<file path="config.mk">
export PLATFORM = sky130hd
export DESIGN_NAME = seg7_scan_driver
export DESIGN_NICKNAME = d
export VERILOG_FILES = /design/src/rtl/seg7_scan_driver.sv
export SDC_FILE = /design/constraint.sdc
export NUM_CORES = 1
export LEC_CHECK = 0
export CORE_ASPECT_RATIO = 1.4
export CORE_UTILIZATION = 48
export CTS_CLUSTER_SIZE = 16
export DETAILED_ROUTE_END_ITERATION = 12
export GPL_ROUTABILITY_DRIVEN = 0
export PLACE_DENSITY_LB_ADDON = 0.15
export SLEW_MARGIN = 20
export SYNTH_ARGS = -nofsm -noshare
export SYNTH_HDL_FRONTEND = slang
export SYNTH_SLANG_ARGS = --single-unit
</file>
<file path="constraint.sdc">
create_clock -name clk -period 5.6 [get_ports clk]
set_clock_uncertainty 0.2 [all_clocks]
set_input_delay 1.68 -clock clk [delete_from_list [all_inputs] [get_ports clk]]
set_output_delay 1.68 -clock clk [all_outputs]
set_load 0.01 [all_outputs]
</file>
<file path="src/rtl/seg7_scan_driver.sv">
// -----------------------------------------------------------------------------
// seg7_scan_driver
//
// Time-multiplexed driver for DIGITS common-select 7-segment digits. A hex
// value (plus per-digit decimal points) is captured into a shadow register on
// `load` and copied into the display register only when the scan wraps from
// the last digit back to digit 0, so a frame never shows a mix of old and new
// digits. Each digit owns SLOT_CYCLES clocks. The first BLANK_CYCLES clocks
// of every slot keep all selects inactive to avoid ghosting between digits.
//
// Ports
//   clk             system clock
//   rst             asynchronous reset, active-high
//   value           4*DIGITS hex nibbles, nibble i -> digit i (digit 0 rightmost)
//   dp              per-digit decimal point, captured together with value
//   digit_en        live per-digit enable (0 = digit dark), not latched
//   load            1-cycle strobe capturing {dp,value} into the shadow register
//   io_7seg_select  digit select, one-hot when active (polarity SEL_ACT_LOW)
//   io_7seg         {dp,g,f,e,d,c,b,a} (polarity SEG_ACT_LOW)
//   frame_done      1-cycle pulse when the scan wraps from digit DIGITS-1 to 0
//
// Optional feature
//   LEADING_ZERO_BLANK_EN : when defined, digits above the most significant
//   nonzero nibble of the displayed value are dark (digit 0 always shown).
// -----------------------------------------------------------------------------
module seg7_scan_driver #(
  parameter int DIGITS       = 4,
  parameter int SLOT_CYCLES  = 25000,
  parameter int BLANK_CYCLES = 250,
  parameter int SEL_ACT_LOW  = 1,
  parameter int SEG_ACT_LOW  = 1
) (
  input  logic                  clk,
  input  logic                  rst,
  input  logic [4*DIGITS-1:0]   value,
  input  logic [DIGITS-1:0]     dp,
  input  logic [DIGITS-1:0]     digit_en,
  input  logic                  load,
  output logic [DIGITS-1:0]     io_7seg_select,
  output logic [7:0]            io_7seg,
  output logic                  frame_done
);

  localparam int CNT_W = (SLOT_CYCLES > 1) ? $clog2(SLOT_CYCLES) : 1;
  localparam int IDX_W = (DIGITS > 1) ? $clog2(DIGITS) : 1;

  localparam logic [CNT_W-1:0] CNT_LAST  = CNT_W'(SLOT_CYCLES - 1);
  localparam logic [CNT_W-1:0] CNT_BLANK = CNT_W'(BLANK_CYCLES);
  localparam logic [IDX_W-1:0] IDX_LAST  = IDX_W'(DIGITS - 1);

  // Polarity is applied by XOR with the "all off" pattern.
  localparam logic [DIGITS-1:0] SEL_OFF = (SEL_ACT_LOW != 0) ? {DIGITS{1'b1}} : {DIGITS{1'b0}};
  localparam logic [7:0]        SEG_OFF = (SEG_ACT_LOW != 0) ? 8'hFF : 8'h00;

  // Hex digit to active-high {g,f,e,d,c,b,a}.
  function automatic logic [6:0] seg_decode(input logic [3:0] nib);
    case (nib)
      4'h0: seg_decode = 7'h3F;
      4'h1: seg_decode = 7'h06;
      4'h2: seg_decode = 7'h5B;
      4'h3: seg_decode = 7'h4F;
      4'h4: seg_decode = 7'h66;
      4'h5: seg_decode = 7'h6D;
      4'h6: seg_decode = 7'h7D;
      4'h7: seg_decode = 7'h07;
      4'h8: seg_decode = 7'h7F;
      4'h9: seg_decode = 7'h6F;
      4'hA: seg_decode = 7'h77;
      4'hB: seg_decode = 7'h7C;
      4'hC: seg_decode = 7'h39;
      4'hD: seg_decode = 7'h5E;
      4'hE: seg_decode = 7'h79;
      default: seg_decode = 7'h71;
    endcase
  endfunction

  logic [CNT_W-1:0]    cnt;
  logic [IDX_W-1:0]    idx;
  logic [4*DIGITS-1:0] shadow_val;
  logic [DIGITS-1:0]   shadow_dp;
  logic [4*DIGITS-1:0] disp_val;
  logic [DIGITS-1:0]   disp_dp;

  logic                tick;
  logic                frame_end;
  logic [DIGITS-1:0]   suppress;
  logic [3:0]          nib_p0;
  logic                pt_p0;
  logic                on_p0;
  logic                lit_p0;
  logic [DIGITS-1:0]   sel_p0;
  logic [7:0]          seg_p0;

  assign tick      = (cnt == CNT_LAST);
  assign frame_end = tick && (idx == IDX_LAST);

  // Scan timing and value buffering
  always_ff @(posedge clk or posedge rst) begin
    if (rst) begin
      cnt        <= '0;
      idx        <= '0;
      shadow_val <= '0;
      shadow_dp  <= '0;
      disp_val   <= '0;
      disp_dp    <= '0;
    end else begin
      if (tick) begin
        cnt <= '0;
        idx <= (idx == IDX_LAST) ? '0 : idx + 1'b1;
      end else begin
        cnt <= cnt + 1'b1;
      end
      if (load) begin
        shadow_val <= value;
        shadow_dp  <= dp;
      end
      // A load landing on the frame boundary goes straight to the display so
      // that the new value is not delayed by a whole frame.
      if (frame_end) begin
        disp_val <= load ? value : shadow_val;
        disp_dp  <= load ? dp    : shadow_dp;
      end
    end
  end

`ifdef LEADING_ZERO_BLANK_EN
  // Walk from the top digit down; everything above the first nonzero nibble
  // is suppressed. Digit 0 is excluded so a zero value still shows "0".
  logic seen_nz;
  always_comb begin
    suppress = '0;
    seen_nz  = 1'b0;
    for (int i = DIGITS - 1; i >= 1; i--) begin
      if (disp_val[4*i +: 4] != 4'h0) seen_nz = 1'b1;
      suppress[i] = ~seen_nz;
    end
  end
`else
  assign suppress = '0;
`endif

  // Digit selection and decode for the current slot
  always_comb begin
    nib_p0 = 4'h0;
    pt_p0  = 1'b0;
    on_p0  = 1'b0;
    for (int i = 0; i < DIGITS; i++) begin
      if (idx == IDX_W'(i)) begin
        nib_p0 = disp_val[4*i +: 4];
        pt_p0  = disp_dp[i];
        on_p0  = digit_en[i] & ~suppress[i];
      end
    end
    lit_p0 = on_p0 && (cnt >= CNT_BLANK);
    sel_p0 = '0;
    for (int i = 0; i < DIGITS; i++) begin
      sel_p0[i] = lit_p0 && (idx == IDX_W'(i));
    end
    seg_p0 = lit_p0 ? {pt_p0, seg_decode(nib_p0)} : 8'h00;
  end

  // Output register stage
  always_ff @(posedge clk or posedge rst) begin
    if (rst) begin
      io_7seg_select <= SEL_OFF;
      io_7seg        <= SEG_OFF;
      frame_done     <= 1'b0;
    end else begin
      io_7seg_select <= sel_p0 ^ SEL_OFF;
      io_7seg        <= seg_p0 ^ SEG_OFF;
      frame_done     <= frame_end;
    end
  end

endmodule

</file>
* Word-level counts from Yosys, hierarchy flattened
Memories as Yosys holds them, arrays and structs flattened.
Index checks and enable logic that the tools add are counted.
** Operators by class
- $add $sub $neg :: 2
- Multiply operators :: 0
- Divide/modulo/power cells :: 0
- Order comparisons :: 1
- Eq/ne operators :: 4
- Shifts and indexed selects :: 0
- Mux-type cells :: 17
- Bitwise logic cells :: 2
- Reductions and logical operators :: 7
** Operators by type and width (count)
- 2-to-1 mux 4 bit :: 5
- 2-to-1 mux 16 bit :: 1
- adder 15 x 1 -> 15 bit, second input constant :: 1
- == test 15 bit, second input constant :: 1
- greater-or-equal comparator 15 x 8 -> 1 bit, second input constant :: 1
- 2-to-1 mux 15 bit :: 1
- 2-to-1 mux 1 bit :: 8
- 2-to-1 mux 8 bit :: 1
- inverter 8 bit :: 1
- logical AND 1 bit :: 6
- == test 2 bit, second input constant :: 2
- inverter 4 bit :: 1
- adder 2 x 1 -> 2 bit, second input constant :: 1
- == test 2 x 1 -> 1 bit, second input constant :: 1
- logical NOT 2 bit :: 1
- 2-to-1 mux 2 bit :: 1
** Storage, ports and cells
- Register bits :: 70
- Latch bits :: 0
- Bits in writable memories :: 0
- Bits in read-only memories :: 112
- Input port bits :: 27
- Output and inout port bits :: 13
- Memories kept :: 1
** Memory list
- (no name shown) :: words 16, width 7, read ports 1, clocked after Yosys merged registers in 0, wr ports 0, RTL line 57 : case (nib)

* Depth between registers and ports, before layout
- Word-level depth :: 8
- Mapped depth :: 12
- Gate-level depth less buffers :: 11

* Worst setup path before layout
No wires, ideal clock.
- Path kind :: input to register
- Start :: input load
- End :: register disp_dp[0]
- Library setup time :: 0.125 ns
- Arrival time :: 2.635 ns
- Path slack :: 2.640 ns
- Cell stages on the path :: 3
- Cell sequence :: clkbuf_1 > mux2_2 > mux2_4
** Between the ends
- Longest elaborated chain between the ends :: 1
** RTL lines
- from (decl) :: RTL line 38 : input logic load,
- 2-to-1 mux 4 bit
- to (signal assigned) :: RTL line 121 : disp_dp <= load ? dp : shadow_dp;
- to (decl) :: RTL line 82 : logic [DIGITS-1:0] disp_dp;
Every way passes these cells.
A chain may end at the register's enable or synchronous reset.

* Worst setup path in the final report
- Start :: input load
- End :: register disp_val[6]
** Between the ends
- Longest elaborated chain between the ends :: 1
** RTL lines
- 2-to-1 mux 16 bit
- to (signal assigned) :: RTL line 120 : disp_val <= load ? value : shadow_val;
- to (decl) :: RTL line 81 : logic [4*DIGITS-1:0] disp_val;
Every way passes these cells.

==> results.md <==
* Status: complete, no violations
* Post-CTS Setup Bufs at 0
* Worst EP arrival at 3.51 ns
* Critical-path cell list: clkdlybuf4s50_1, mux2_2, mux2_4
* Die Y at 99.99 um
* Worst R2R Setup Slack at 2.44 ns
* Synth Register Bits at 70
* GRT overflow at 0
* Htree depth at 3
* Syn Nets at just over 300
* Ys flop type: dfrtp_1
* Num rows at 35
* Final worst slack at roughly 2.1 ns
* Pre-antenna DRT Iters at 4
* Area leader, netlist: dfrtp_1
* Pin count of the biggest net entering global routing at 46
* Tmin final at 3.484 ns
* Number of synthesized flops with an enable pin at 0
* Num CTS Buffers at 9
* Most frequent cells in the layout: dfrtp_1, clkdlybuf4s50_1, mux2_2
* Syn. warnings at 0
* Placed wire-length estimate at 4179 um
* Sum Neg Setup Slack at 0 ns
* I/O Buffers at 39
* Largest family of logic cells by synthesized area: multiplexers
* Worst-path clk slew at about 0.07 ns
* Core box area at 0.006613 mm^2
* Fin area at a little under 0.004 mm^2
* Die X-Extent at about 70 um
* Max Freq at around 290 MHz
* Layout cells sized above 1 at 23.57%
* Asr flop ratio synth at 100.0%
* Crit path required time at roughly 5.6 ns
* RSZ-0062 raised after global routing: false
* # clock sinks at 70
* Leakage at 0.001733 uW
* GRT Total Usage at 19.20%
* Pre-CTS setup slack at 1.748 ns
* Buf+Inv Stages, Crit Path at 1
* Crit-path max FO at 20
* Post-DP Area at 0.003755 mm^2
* Hold Violations, Final at 0
* First-pass GRT wire length at roughly 10000 um
* Post-layout util at 60.09%
* Area Overhead vs Synth at 20.71%
* Initial antenna violation count at 0
* Synth unique cells at 46
* Relative slew slack at 34.24%
* Slew Viols, Final at 0
* Worst vdd ir at around 130 uV
* Crit path kind: in2reg
* Critical path's top delay family: buffers and inverters
* IO Pins at 40
* Via density at 5.126
* Mean Syn Cell Area at 12.28 um^2
* Post-route DRC at 0
* Post-Synth Simple-Gate Area at between 10% and 20%
* Total number of vias at 2081
* Clock Latency Late Sink at 0.34 ns
* Pwr dens at 262.5 mW/mm^2
* Post-cts sizing count at 0
* Die area at slightly above 0.007 mm^2
* Max incr delay on CP at between 1 and 1.5 ns
* Crit start category: input pin
* ANT nets after route at 0
* Initial Utilization at 49.78%
* Post-synthesis mux area share at 15.81%
* Cts-stage hold buffer count at 0
* Final WL at 5979 um
* Post-Syn Instances at approximately 270
* Sequential element share of the synthesized area at 53.67%
* Commonest non-fill, non-tap cell in the layout: dfrtp_1
* DRT iter0 DRCs at 84
* Setup crit end kind: flip-flop
* Final-report setup violation count at 0
* Worst hold path type: reg2reg
* Yosys top cell area share at 44.09%
* Max_cap viols at 0
* CTS tree: built
* Post-synthesis compound-gate area fraction at 7.108%
* Antenna cells at 0
* Synth area leaders: dfrtp_1, dfstp_2, mux2_4
* XOR/XNOR Fraction of Synth Area at 3.193%
* Wire per inst at 14.73 um
* Period utilization at 62.21%
* Number of global-route vias before repair at roughly 2.1k
* Fin nets at 348
* Max clock buf depth at 2
* Root buffer cell: clkbuf_8
* Worst slew pin tran at 0.9833 ns
* Adder-cell share of the synthesized area at 4.561%
* Slowest CP cell: clkdlybuf4s50_1
* Post-Syn Area at 0.003292 mm^2
==> kinds of logic after synthesis <==
family / Yosys count
multiplexers: 40
flip-flops: 70
XOR/XNOR: 12
AO/OA/AOI/OAI: 34
buffers and inverters: 24
AND/OR/NAND/NOR: 76
adder cells (fa/ha/maj): 12
==> cell type report <==
type                    instances  area [um^2]
multi-input cells             174         1419
fillers                       545         2639
repair buffers                 41        405.4
well taps                      92        115.1
clock inverters                 4        53.80
flip-flops and latches         70         1767
inverters                      13        48.80
clock buffers                  12        165.2
==> cell usage after synthesis, types with 2 or more instances <==
master,count
buf_6,2
nand2_1,19
nand3_1,9
o21ai_0,8
nor3_1,2
xor2_1,4
nor2b_1,4
nand3b_1,5
a22oi_1,2
xnor2_1,8
nand2b_1,3
a211oi_1,2
inv_1,13
dfrtp_1,58
o221ai_1,3
or3_1,3
nand4_1,3
o211ai_1,2
nor3b_1,2
mux2_2,20
a21o_1,2
mux2_4,19
clkbuf_1,8
a21oi_1,6
ha_1,12
dfstp_2,12
nor2_1,18
==> metal layers <==
metal	global-route usage (%)	wire length (um)	share of wire, %
met2	31.57	3073	51
met1	23.69	2620	44
met3	4.618	188	3.1
met4	9.050	96	1.6
met5	0	0	0
==> through the flow <==
step / std cells / power, uW / hold WS (ns)
3_3_place_gp: 390 / 624.7 / 0.2821
4_1_cts: 406 / 1057 / 0.3034
2_1_floorplan: 268 / 593.8 / 0.2722
3_5_place_dp: 390 / 625.9 / 0.2869
6_report: 406 / 1043 / 0.2997
5_1_grt: 406 / 1086 / 0.3161
==> worst paths after layout <==
check                               start                end  depth (start not counted)
setup reg to reg                  cnt[10]       disp_val[11]                          4
min in group asynchronous             rst         frame_done                          2
max in group asynchronous             rst  io_7seg_select[1]                          3
hold / removal             shadow_val[13]     shadow_val[13]                          1
hold reg to reg            shadow_val[13]     shadow_val[13]                          1
setup / recovery                     load        disp_val[6]                          3
==> state kept, by name, summed over array words and instances, names as in the netlist <==
signal and flops:
disp_val 16, cnt 15, io_7seg_select 4, shadow_dp 4, idx 2, shadow_val 16
io_7seg 8, disp_dp 4, frame_done 1
==> power breakdown <==
part / total, uW / switching [uW] / internal, uW
sequential: 535 / 7.90 / 527
clock: 428 / 185 / 243
combinational: 80.3 / 34.0 / 46.2
Power figures use the tool's default switching activity.
